<file path="src/rtl/mips_instr_encoder.sv">
`default_nettype none
// ============================================================================
// Module   : mips_instr_encoder
// Brief    : Packs mnemonic + operand requests into 32-bit MIPS words, queues
//            them in a small FIFO and streams them into instruction memory.
//            Optional macro ENC_SHIFT_EN enables the SLL/SRL/SRA codes.
// Revision : 1.0 - initial release
// ============================================================================
module mips_instr_encoder #(
    parameter int ADDR_W    = 8,
    parameter int DEPTH     = 4,
    parameter int BASE_ADDR = 0
) (
    input  logic              clk,
    input  logic              rst_n,
    input  logic              in_valid,
    output logic              in_ready,
    input  logic [4:0]        in_op,
    input  logic [4:0]        in_rs,
    input  logic [4:0]        in_rt,
    input  logic [4:0]        in_rd,
    input  logic [4:0]        in_shamt,
    input  logic [15:0]       in_imm,
    input  logic [25:0]       in_target,
    output logic              mem_we,
    input  logic              mem_ready,
    output logic [ADDR_W-1:0] mem_addr,
    output logic [31:0]       mem_data,
    input  logic              addr_load,
    input  logic [ADDR_W-1:0] addr_value,
    input  logic              clr_err,
    output logic              illegal_err,
    output logic              addr_ovf,
    output logic [ADDR_W:0]   wr_count
);

    localparam int                c_PTR_W    = $clog2(DEPTH);
    localparam logic [c_PTR_W:0]  c_FULL_CNT = DEPTH[c_PTR_W:0];
    localparam logic [c_PTR_W-1:0] c_PTR_ONE = {{(c_PTR_W-1){1'b0}}, 1'b1};
    localparam logic [ADDR_W-1:0] c_ADDR_MAX = {ADDR_W{1'b1}};
    localparam logic [ADDR_W:0]   c_CNT_MAX  = {1'b1, {ADDR_W{1'b0}}};

    // Mnemonic codes
    localparam logic [4:0] c_OP_ADD  = 5'd0;
    localparam logic [4:0] c_OP_ADDU = 5'd1;
    localparam logic [4:0] c_OP_AND  = 5'd2;
    localparam logic [4:0] c_OP_JALR = 5'd3;
    localparam logic [4:0] c_OP_JR   = 5'd4;
    localparam logic [4:0] c_OP_NOR  = 5'd5;
    localparam logic [4:0] c_OP_OR   = 5'd6;
    localparam logic [4:0] c_OP_SUB  = 5'd7;
    localparam logic [4:0] c_OP_SUBU = 5'd8;
    localparam logic [4:0] c_OP_XOR  = 5'd9;
    localparam logic [4:0] c_OP_ADDI = 5'd10;
    localparam logic [4:0] c_OP_ANDI = 5'd11;
    localparam logic [4:0] c_OP_ORI  = 5'd12;
    localparam logic [4:0] c_OP_XORI = 5'd13;
    localparam logic [4:0] c_OP_SW   = 5'd14;
    localparam logic [4:0] c_OP_LW   = 5'd15;
    localparam logic [4:0] c_OP_MUL  = 5'd16;
    localparam logic [4:0] c_OP_J    = 5'd17;
    localparam logic [4:0] c_OP_JAL  = 5'd18;
`ifdef ENC_SHIFT_EN
    localparam logic [4:0] c_OP_SLL  = 5'd19;
    localparam logic [4:0] c_OP_SRL  = 5'd20;
    localparam logic [4:0] c_OP_SRA  = 5'd21;
`endif

    // Primary opcodes and R-type function codes
    localparam logic [5:0] c_OPC_RTYPE = 6'h00;
    localparam logic [5:0] c_OPC_J     = 6'h02;
    localparam logic [5:0] c_OPC_JAL   = 6'h03;
    localparam logic [5:0] c_OPC_ADDI  = 6'h08;
    localparam logic [5:0] c_OPC_ANDI  = 6'h0C;
    localparam logic [5:0] c_OPC_ORI   = 6'h0D;
    localparam logic [5:0] c_OPC_XORI  = 6'h0E;
    localparam logic [5:0] c_OPC_MUL   = 6'h1C;
    localparam logic [5:0] c_OPC_LW    = 6'h23;
    localparam logic [5:0] c_OPC_SW    = 6'h2B;
    localparam logic [5:0] c_FN_JR     = 6'h08;
    localparam logic [5:0] c_FN_JALR   = 6'h09;
    localparam logic [5:0] c_FN_ADD    = 6'h20;
    localparam logic [5:0] c_FN_ADDU   = 6'h21;
    localparam logic [5:0] c_FN_SUB    = 6'h22;
    localparam logic [5:0] c_FN_SUBU   = 6'h23;
    localparam logic [5:0] c_FN_AND    = 6'h24;
    localparam logic [5:0] c_FN_OR     = 6'h25;
    localparam logic [5:0] c_FN_XOR    = 6'h26;
    localparam logic [5:0] c_FN_NOR    = 6'h27;
    localparam logic [5:0] c_FN_MULW   = 6'h02;
`ifdef ENC_SHIFT_EN
    localparam logic [5:0] c_FN_SLL    = 6'h00;
    localparam logic [5:0] c_FN_SRL    = 6'h02;
    localparam logic [5:0] c_FN_SRA    = 6'h03;
`endif

    function automatic logic [31:0] f_rtype(input logic [4:0] rs, input logic [4:0] rt,
                                            input logic [4:0] rd, input logic [5:0] fn);
        return {c_OPC_RTYPE, rs, rt, rd, 5'd0, fn};
    endfunction

    function automatic logic [31:0] f_itype(input logic [5:0] opc, input logic [4:0] rs,
                                            input logic [4:0] rt, input logic [15:0] imm);
        return {opc, rs, rt, imm};
    endfunction

    logic [31:0]        w_word;
    logic               w_legal;
    logic               w_accept;
    logic               w_push;
    logic               w_pop;
    logic               w_empty;
    logic               w_full;

    logic [31:0]        r_fifo [DEPTH];
    logic [c_PTR_W-1:0] r_wr_ptr;
    logic [c_PTR_W-1:0] r_rd_ptr;
    logic [c_PTR_W:0]   r_count;
    logic [ADDR_W-1:0]  r_mem_addr;
    logic [ADDR_W:0]    r_wr_count;
    logic               r_addr_ovf;
    logic               r_illegal_err;

`ifndef ENC_SHIFT_EN
    logic w_unused_shamt;
    assign w_unused_shamt = ^in_shamt;
`endif

    always_comb begin
        w_word  = 32'd0;
        w_legal = 1'b1;
        case (in_op)
            c_OP_ADD:  w_word = f_rtype(in_rs, in_rt, in_rd, c_FN_ADD);
            c_OP_ADDU: w_word = f_rtype(in_rs, in_rt, in_rd, c_FN_ADDU);
            c_OP_AND:  w_word = f_rtype(in_rs, in_rt, in_rd, c_FN_AND);
            c_OP_JALR: w_word = f_rtype(in_rs, 5'd0,  in_rd, c_FN_JALR);
            c_OP_JR:   w_word = f_rtype(in_rs, 5'd0,  5'd0,  c_FN_JR);
            c_OP_NOR:  w_word = f_rtype(in_rs, in_rt, in_rd, c_FN_NOR);
            c_OP_OR:   w_word = f_rtype(in_rs, in_rt, in_rd, c_FN_OR);
            c_OP_SUB:  w_word = f_rtype(in_rs, in_rt, in_rd, c_FN_SUB);
            c_OP_SUBU: w_word = f_rtype(in_rs, in_rt, in_rd, c_FN_SUBU);
            c_OP_XOR:  w_word = f_rtype(in_rs, in_rt, in_rd, c_FN_XOR);
            c_OP_ADDI: w_word = f_itype(c_OPC_ADDI, in_rs, in_rt, in_imm);
            c_OP_ANDI: w_word = f_itype(c_OPC_ANDI, in_rs, in_rt, in_imm);
            c_OP_ORI:  w_word = f_itype(c_OPC_ORI,  in_rs, in_rt, in_imm);
            c_OP_XORI: w_word = f_itype(c_OPC_XORI, in_rs, in_rt, in_imm);
            c_OP_SW:   w_word = f_itype(c_OPC_SW,   in_rs, in_rt, in_imm);
            c_OP_LW:   w_word = f_itype(c_OPC_LW,   in_rs, in_rt, in_imm);
            c_OP_MUL:  w_word = {c_OPC_MUL, in_rs, in_rt, in_rd, 5'd0, c_FN_MULW};
            c_OP_J:    w_word = {c_OPC_J,   in_target};
            c_OP_JAL:  w_word = {c_OPC_JAL, in_target};
`ifdef ENC_SHIFT_EN
            c_OP_SLL:  w_word = {c_OPC_RTYPE, 5'd0, in_rt, in_rd, in_shamt, c_FN_SLL};
            c_OP_SRL:  w_word = {c_OPC_RTYPE, 5'd0, in_rt, in_rd, in_shamt, c_FN_SRL};
            c_OP_SRA:  w_word = {c_OPC_RTYPE, 5'd0, in_rt, in_rd, in_shamt, c_FN_SRA};
`endif
            default:   w_legal = 1'b0;
        endcase
    end

    assign w_empty  = (r_count == '0);
    assign w_full   = (r_count == c_FULL_CNT);
    assign in_ready = !w_full && !r_addr_ovf && !addr_load;
    assign mem_we   = !w_empty && !r_addr_ovf;
    assign w_accept = in_valid && in_ready;
    assign w_push   = w_accept && w_legal;
    // addr_load suppresses the transfer even though mem_we may be high.
    assign w_pop    = mem_we && mem_ready && !addr_load;

    always_ff @(posedge clk) begin
        if (w_push) begin
            r_fifo[r_wr_ptr] <= w_word;
        end
    end

    always_ff @(posedge clk or negedge rst_n) begin
        if (!rst_n) begin
            r_wr_ptr <= '0;
            r_rd_ptr <= '0;
            r_count  <= '0;
        end else if (addr_load) begin
            r_wr_ptr <= '0;
            r_rd_ptr <= '0;
            r_count  <= '0;
        end else begin
            if (w_push) begin
                r_wr_ptr <= r_wr_ptr + c_PTR_ONE;
            end
            if (w_pop) begin
                r_rd_ptr <= r_rd_ptr + c_PTR_ONE;
            end
            case ({w_push, w_pop})
                2'b10:   r_count <= r_count + 1'b1;
                2'b01:   r_count <= r_count - 1'b1;
                default: r_count <= r_count;
            endcase
        end
    end

    // The last address is written once; afterwards the write port halts.
    always_ff @(posedge clk or negedge rst_n) begin
        if (!rst_n) begin
            r_mem_addr <= ADDR_W'(BASE_ADDR);
            r_addr_ovf <= 1'b0;
            r_wr_count <= '0;
        end else if (addr_load) begin
            r_mem_addr <= addr_value;
            r_addr_ovf <= 1'b0;
            r_wr_count <= '0;
        end else if (w_pop) begin
            if (r_mem_addr == c_ADDR_MAX) begin
                r_addr_ovf <= 1'b1;
            end else begin
                r_mem_addr <= r_mem_addr + 1'b1;
            end
            if (r_wr_count != c_CNT_MAX) begin
                r_wr_count <= r_wr_count + 1'b1;
            end
        end
    end

    always_ff @(posedge clk or negedge rst_n) begin
        if (!rst_n) begin
            r_illegal_err <= 1'b0;
        end else if (w_accept && !w_legal) begin
            r_illegal_err <= 1'b1;
        end else if (clr_err) begin
            r_illegal_err <= 1'b0;
        end
    end

    assign mem_addr    = r_mem_addr;
    assign mem_data    = w_empty ? 32'd0 : r_fifo[r_rd_ptr];
    assign addr_ovf    = r_addr_ovf;
    assign wr_count    = r_wr_count;
    assign illegal_err = r_illegal_err;

endmodule
`default_nettype wire

</file>
<file path="config.mk">
export PLATFORM = sky130hd
export DESIGN_NAME = mips_instr_encoder
export DESIGN_NICKNAME = d
export VERILOG_FILES = /design/src/rtl/mips_instr_encoder.sv
export SDC_FILE = /design/constraint.sdc
export NUM_CORES = 1
export LEC_CHECK = 0
export ABC_CLOCK_PERIOD_IN_PS = 2250
export CORE_ASPECT_RATIO = 0.7
export CORE_UTILIZATION = 47
export DETAILED_ROUTE_END_ITERATION = 10
export HOLD_SLACK_MARGIN = 0.03
export PLACE_DENSITY_LB_ADDON = 0.3
export RECOVER_POWER = 25
export SYNTH_ARGS = -nofsm -noshare
export SYNTH_HDL_FRONTEND = slang
export SYNTH_SLANG_ARGS = --single-unit
</file>
<file path="constraint.sdc">
create_clock -name clk -period 2.25 [get_ports clk]
set_input_delay 0.225 -clock clk [delete_from_list [all_inputs] [get_ports clk]]
set_output_delay 0.225 -clock clk [all_outputs]
set_load 0.005 [all_outputs]
</file>
# --- Word-level counts from Yosys, hierarchy flattened ---
# Memories as Yosys holds them, arrays and structs flattened.
# Index checks and enable logic that the tools add are counted.
totals:
  regBits: 26
  ram_bits: 128
  n_memories: 1
  input_bits: 81
mem_list:
  columns: ["name", "words", "word_bits", "rd", "rd_clocked_by_memory_dff", "write_ports", "line", "text"]
  rows:
  - ["r_fifo", 4, 32, 1, 0, 1, "115", "logic [31:0] r_fifo [DEPTH];"]
classes:
  addsub: 6
  reduce_logical: 25
  muxes: 22
  eq_ne: 24
op_table:
  columns: ["cell", "n"]
  rows:
  - ["$pmux 32 s19", 1]
  - ["$eq 5x4->1 const B", 8]
  - ["$mux 32", 1]
  - ["$mux 9", 3]
  - ["$mux 8", 3]
  - ["$eq 5x3->1 const B", 4]
  - ["$reduce_or 19->1", 1]
  - ["$eq 5x5->1 const B", 3]
  - ["$eq 5x2->1 const B", 2]
  - ["$reduce_bool 2->1", 5]
  - ["$add 9x1->9 const B", 1]
  - ["$ne 9x9->1 const B", 1]
  - ["$add 8x1->8 const B", 1]
  - ["$eq 8x8->1 const B", 1]
  - ["$logic_and 1x1->1", 8]
  - ["$mux 1", 8]
  - ["$mux 2", 4]
  - ["$pmux 3 s2", 1]
  - ["$reduce_and 2->1", 3]
  - ["$eq 5x1->1 const B", 1]
  - ["$logic_not 1->1", 5]
  - ["$logic_not 5->1", 1]
  - ["$add 2x1->2 const B", 2]
  - ["$add 3x1->3 const B", 1]
  - ["other kinds (8)", 8]

# --- Depth between registers and ports, before layout ---
depth:
  depth_word: 9
  ltp_mapped: 9

# --- Least setup slack after synthesis ---
# OpenSTA, ideal clock, no wires.
synth_timing:
  kind: "in2reg"
  from: "input in_op[0]"
  to: "memory r_fifo[1][0] (enable)"
  setup_time_ns: 0.392
  path_stages: 4
  setup_slack_ns: -0.274
  arrival_time_ns: 2.132
  t_required_ns: 1.858
  cell_sequence: "buf_2 -> a211o_1 -> a2111oi_4 -> and2_1"
synth_via:
  elab_chain_cells: 6
synth_rtl:
  columns: ["element", "line", "text"]
  rows:
  - ["start, declared", "18", "input logic [4:0] in_op,"]
  - ["$eq 5x5->1 (tied with other cells)", "132", "case (in_op)"]
  - ["$reduce_or 19->1 (no source line) *", null, null]
  - ["$mux 1 *", "132", null]
  - ["$logic_and 1x1->1 *", "166", "assign w_push = w_accept && w_legal;"]
  - ["$mux 1 *", "171", "if (w_push) begin"]
  - ["$mux 1 (implied by the code) *", "172", "r_fifo[r_wr_ptr] <= w_word;"]
  - ["end, declared", "115", null]
# Every way passes the cells marked *; elsewhere a longest branch is shown, timed or not.

# --- Final worst setup path ---
layout_timing:
  from: "register r_rd_ptr[0]"
  to: "output mem_data[7]"
layout_via:
  elab_chain_cells: 2
layout_rtl:
  columns: ["element", "line", "text"]
  rows:
  - ["start, declared", "117", "logic [c_PTR_W-1:0] r_rd_ptr;"]
  - ["start signal, assigned", "190", "r_rd_ptr <= r_rd_ptr + c_PTR_ONE;"]
  - ["$mem_v2 4x32", null, null]
  - ["$mux 32", "233", "assign mem_data = w_empty ? 32'd0 : r_fifo[r_rd_ptr];"]
  - ["end, declared", "28", "output logic [31:0] mem_data,"]
# Every way passes these cells.

==> flow_metrics.tcl <==
set metrics [dict create \
    cts.reportedPaths.clkPinSlew_ns 0.06 \
    min_path_type "primary input to register" \
    vias 4887 \
    path_class "register to primary output" \
    htree_levels 4 \
    drc 0 \
    avgSynthCellArea_um2 14.8 \
    viasPerCell 5.68 \
    path_cells "buf_6 -> buf_12 -> buf_16 -> mux4_2 -> and2_1 -> clkdlybuf4s15_1" \
    setup-violations-final 0 \
    layout-drive-gt1-share 0.252 \
    insertion_delay_ns 0.42 \
    synth-xor-area-share 0.0149 \
    avgRoutedWirePerCell_um 20.5 \
    cts-root-buf "clkbuf_16" \
    synth_top_family_by_area "multiplexers" \
    hold_violations 0 \
    critPathMaxFanout 6 \
    die_h_um 105 \
    synth_area_um2 7080 \
    cts.sinks 154 \
    yosys-top-cells-area "edfxtp_1, mux4_2, dfrtp_1" \
    ir_drop_uv 694 \
    cp-start-kind "register" \
    fp.coreArea_um2 14700 \
    synthArstFlopShare 0.169 \
    wl_mm 17.6 \
    antenna_found_initial 0 \
    die_area_um2 15600 \
    power.density_nw_per_um2 1030 \
    cp-end-kind "primary output" \
    globalplace.congestion 0.849 \
    worstPathRequired_ns 2.03 \
    max_freq_ghz 0.445 \
    violations "max-capacitance violations, max-slew violations" \
    synth-edff-count 128 \
    cp_slowest_cell "mux4_2" \
    worst_pin_slew_ns 1.54 \
    synth_warnings 0 \
    cp.depth 6 \
    globalRoute.totalOverflow 0 \
    synthAdderAreaFrac 0.0166 \
    worst-endpoint-arrival_ns 2.02 \
    synth-seq-cells 154 \
    critical_path_buf_inv_count 4 \
    fin_crit_sh 0.998 \
    first_pass_iters 4 \
    worst_slack_ns 0.00519 \
    crit_family "buffers and inverters" \
    nets 744 \
    relSlewSlack -0.0253 \
    cts_buffers 17 \
    synth_cell_type_count 56 \
    final_cells 861 \
    synthFlopType "edfxtp_1" \
    slew_viol_final 27 \
    diodes 0 \
    synth_area_leader_cell "edfxtp_1" \
    cpPeakStageDelay_ns 0.48 \
    drt_iter0_drc 394 \
    clockBufferDepth 2 \
    initial_core_util 0.481 \
    yosysSeqAreaShare 0.635 \
    grt_pass1_wl_mm 26.9 \
    muxShareOfSynthArea 0.112 \
    cap_violations 1 \
    fin_skew_ns 0.0139 \
    yosys.area_share.simple 0.107 \
    yosysMostFrequentCell "edfxtp_1" \
    area_delta_synth_final_pct 37.8 \
    synth-compound-area-share 0.0919 \
    pre_cts_slack_ns -0.396 \
    port_buffers 128 \
    die_w_um 149 \
    grt_pass1_vias 4952 \
    whs_ns 0.369 \
    hpwl_mm 10.9 \
    holdPathStages 3 \
    grt_max_degree 44 \
    ant_nets 0 \
    num_io_pins 134 \
    synth_nets 568 \
    dp_cells 812 \
    r2r_cells 7 \
    power_w 0.0100 \
    ys_top_cells_by_count "edfxtp_1, and2_1, mux4_2, dfrtp_1, nor2_1" \
    grtUsageTotal 0.235 \
    synth_cells 479 \
    cts_tree "built" \
    rsz0062_at_grt "yes" \
    p_leak_nw 3.59 \
    rows 37 \
    yosys.area.top_type_share 0.543 \
    post_dp_cell_area_um2 8910 \
    status "finished, violations left" \
    design_area_um2 9750 \
    period_minus_slack_ns 2.24 \
]
[layout make-up]
class,instances,area (um2)
multi-input cells,285,2500
repair buffers,186,1840
flip-flops and latches,154,4500
fillers,1035,4970
clock inverters,12,199
inverters,11,41.3
well taps,195,244
clock buffers,18,429
[layout by cell type, fill, tap and decap left out, types with 7 or more instances in the layout]
master,instances
edfxtp_1,128
nor2_1,24
o21ai_0,20
buf_4,26
inv_1,10
and2_1,13
nand3_1,9
clkbuf_2,13
a21oi_1,9
a22o_1,17
buf_2,7
buf_12,11
clkdlybuf4s15_1,8
nand2_1,16
dfrtp_1,24
dlygate4sd3_1,16
clkbuf_1,9
nor2b_1,14
clkdlybuf4s50_1,78
clkbuf_16,17
and2_4,20
ha_1,7
buf_6,12
mux4_2,32
[what timing repair did]
action                     in CTS  in global routing
resized for setup             101                 43
pin swaps                       0                  2
setup buffers                  10                  6
hold buffers                    0                  0
setup endpoints to repair      32                 32
cloned                          4                  0
[tightest hold or removal path, stage by stage]
cell and delay [ns]:
clkdlybuf4s50_1 0.39, nand2_1 0.06, o21ai_0 0.07
[registers in the layout, summed over array words and instances (netlist names)]
signal	cells
addr_ovf	1
illegal_err	1
mem_addr	8
r_count	3
r_fifo	128
r_rd_ptr	2
r_wr_ptr	2
wr_count	9
[where the power goes]
group / leakage [nW] / internal (W) / switching, W
logic: 1.77 / 0.00210 / 0.00154
clock network: 0.296 / 0.00195 / 0.00108
registers: 1.52 / 0.00325 / 0.000124
total: 3.59 / 0.00731 / 0.00274
[path summary, 6_finish.rpt]
check	slack, ns	startpoint	end
worst max-delay path	0.005	r_rd_ptr[0]$_DFFE_PN0P_	mem_data[7]
worst min-delay path	0.37	addr_value[2]	mem_addr[2]$_DFFE_PN0P_
worst max register to register	0.04	r_count[0]$_DFFE_PN0P_	r_count[2]$_DFFE_PN0P_
worst min register to register	0.58	wr_count[8]$_DFFE_PN0P_	wr_count[8]$_DFFE_PN0P_
max in group asynchronous	0.51	rst_n	r_count[1]$_DFFE_PN0P_
min in group asynchronous	0.74	rst_n	mem_addr[5]$_DFFE_PN0P_
[kinds of logic (layout without fill, tap and decap cells)]
group / after synthesis / in the layout
and+or+nand+nor: 138 / 138
AOI/OAI and AO/OA: 87 / 87
buffers and inverters: 40 / 227
muxes: 39 / 39
adders and majority gates: 9 / 9
xor gates and xnor gates: 12 / 12
DFF: 154 / 154
[per-layer routing]
metal / vias up / GRT usage / share of wire
li1: 2218 / - / -
met2: 193 / 0.374 / 0.49
met5: - / 0 / 0
met1: 2458 / 0.324 / 0.43
met4: 0 / 0.0766 / 0.012
met3: 18 / 0.0485 / 0.063
[through the flow]
| stage | TNS (ns) | utilization |
|---|---|---|
| final | 0 | 0.662 |
| after global routing | -0.929 | 0.662 |
| after CTS | -0.818 | 0.664 |
| after global placement | -16.68 | 0.605 |
| after detailed placement | -22.30 | 0.605 |
| after floorplan | -0.138 | - |
Power figures use the tool's default switching activity.
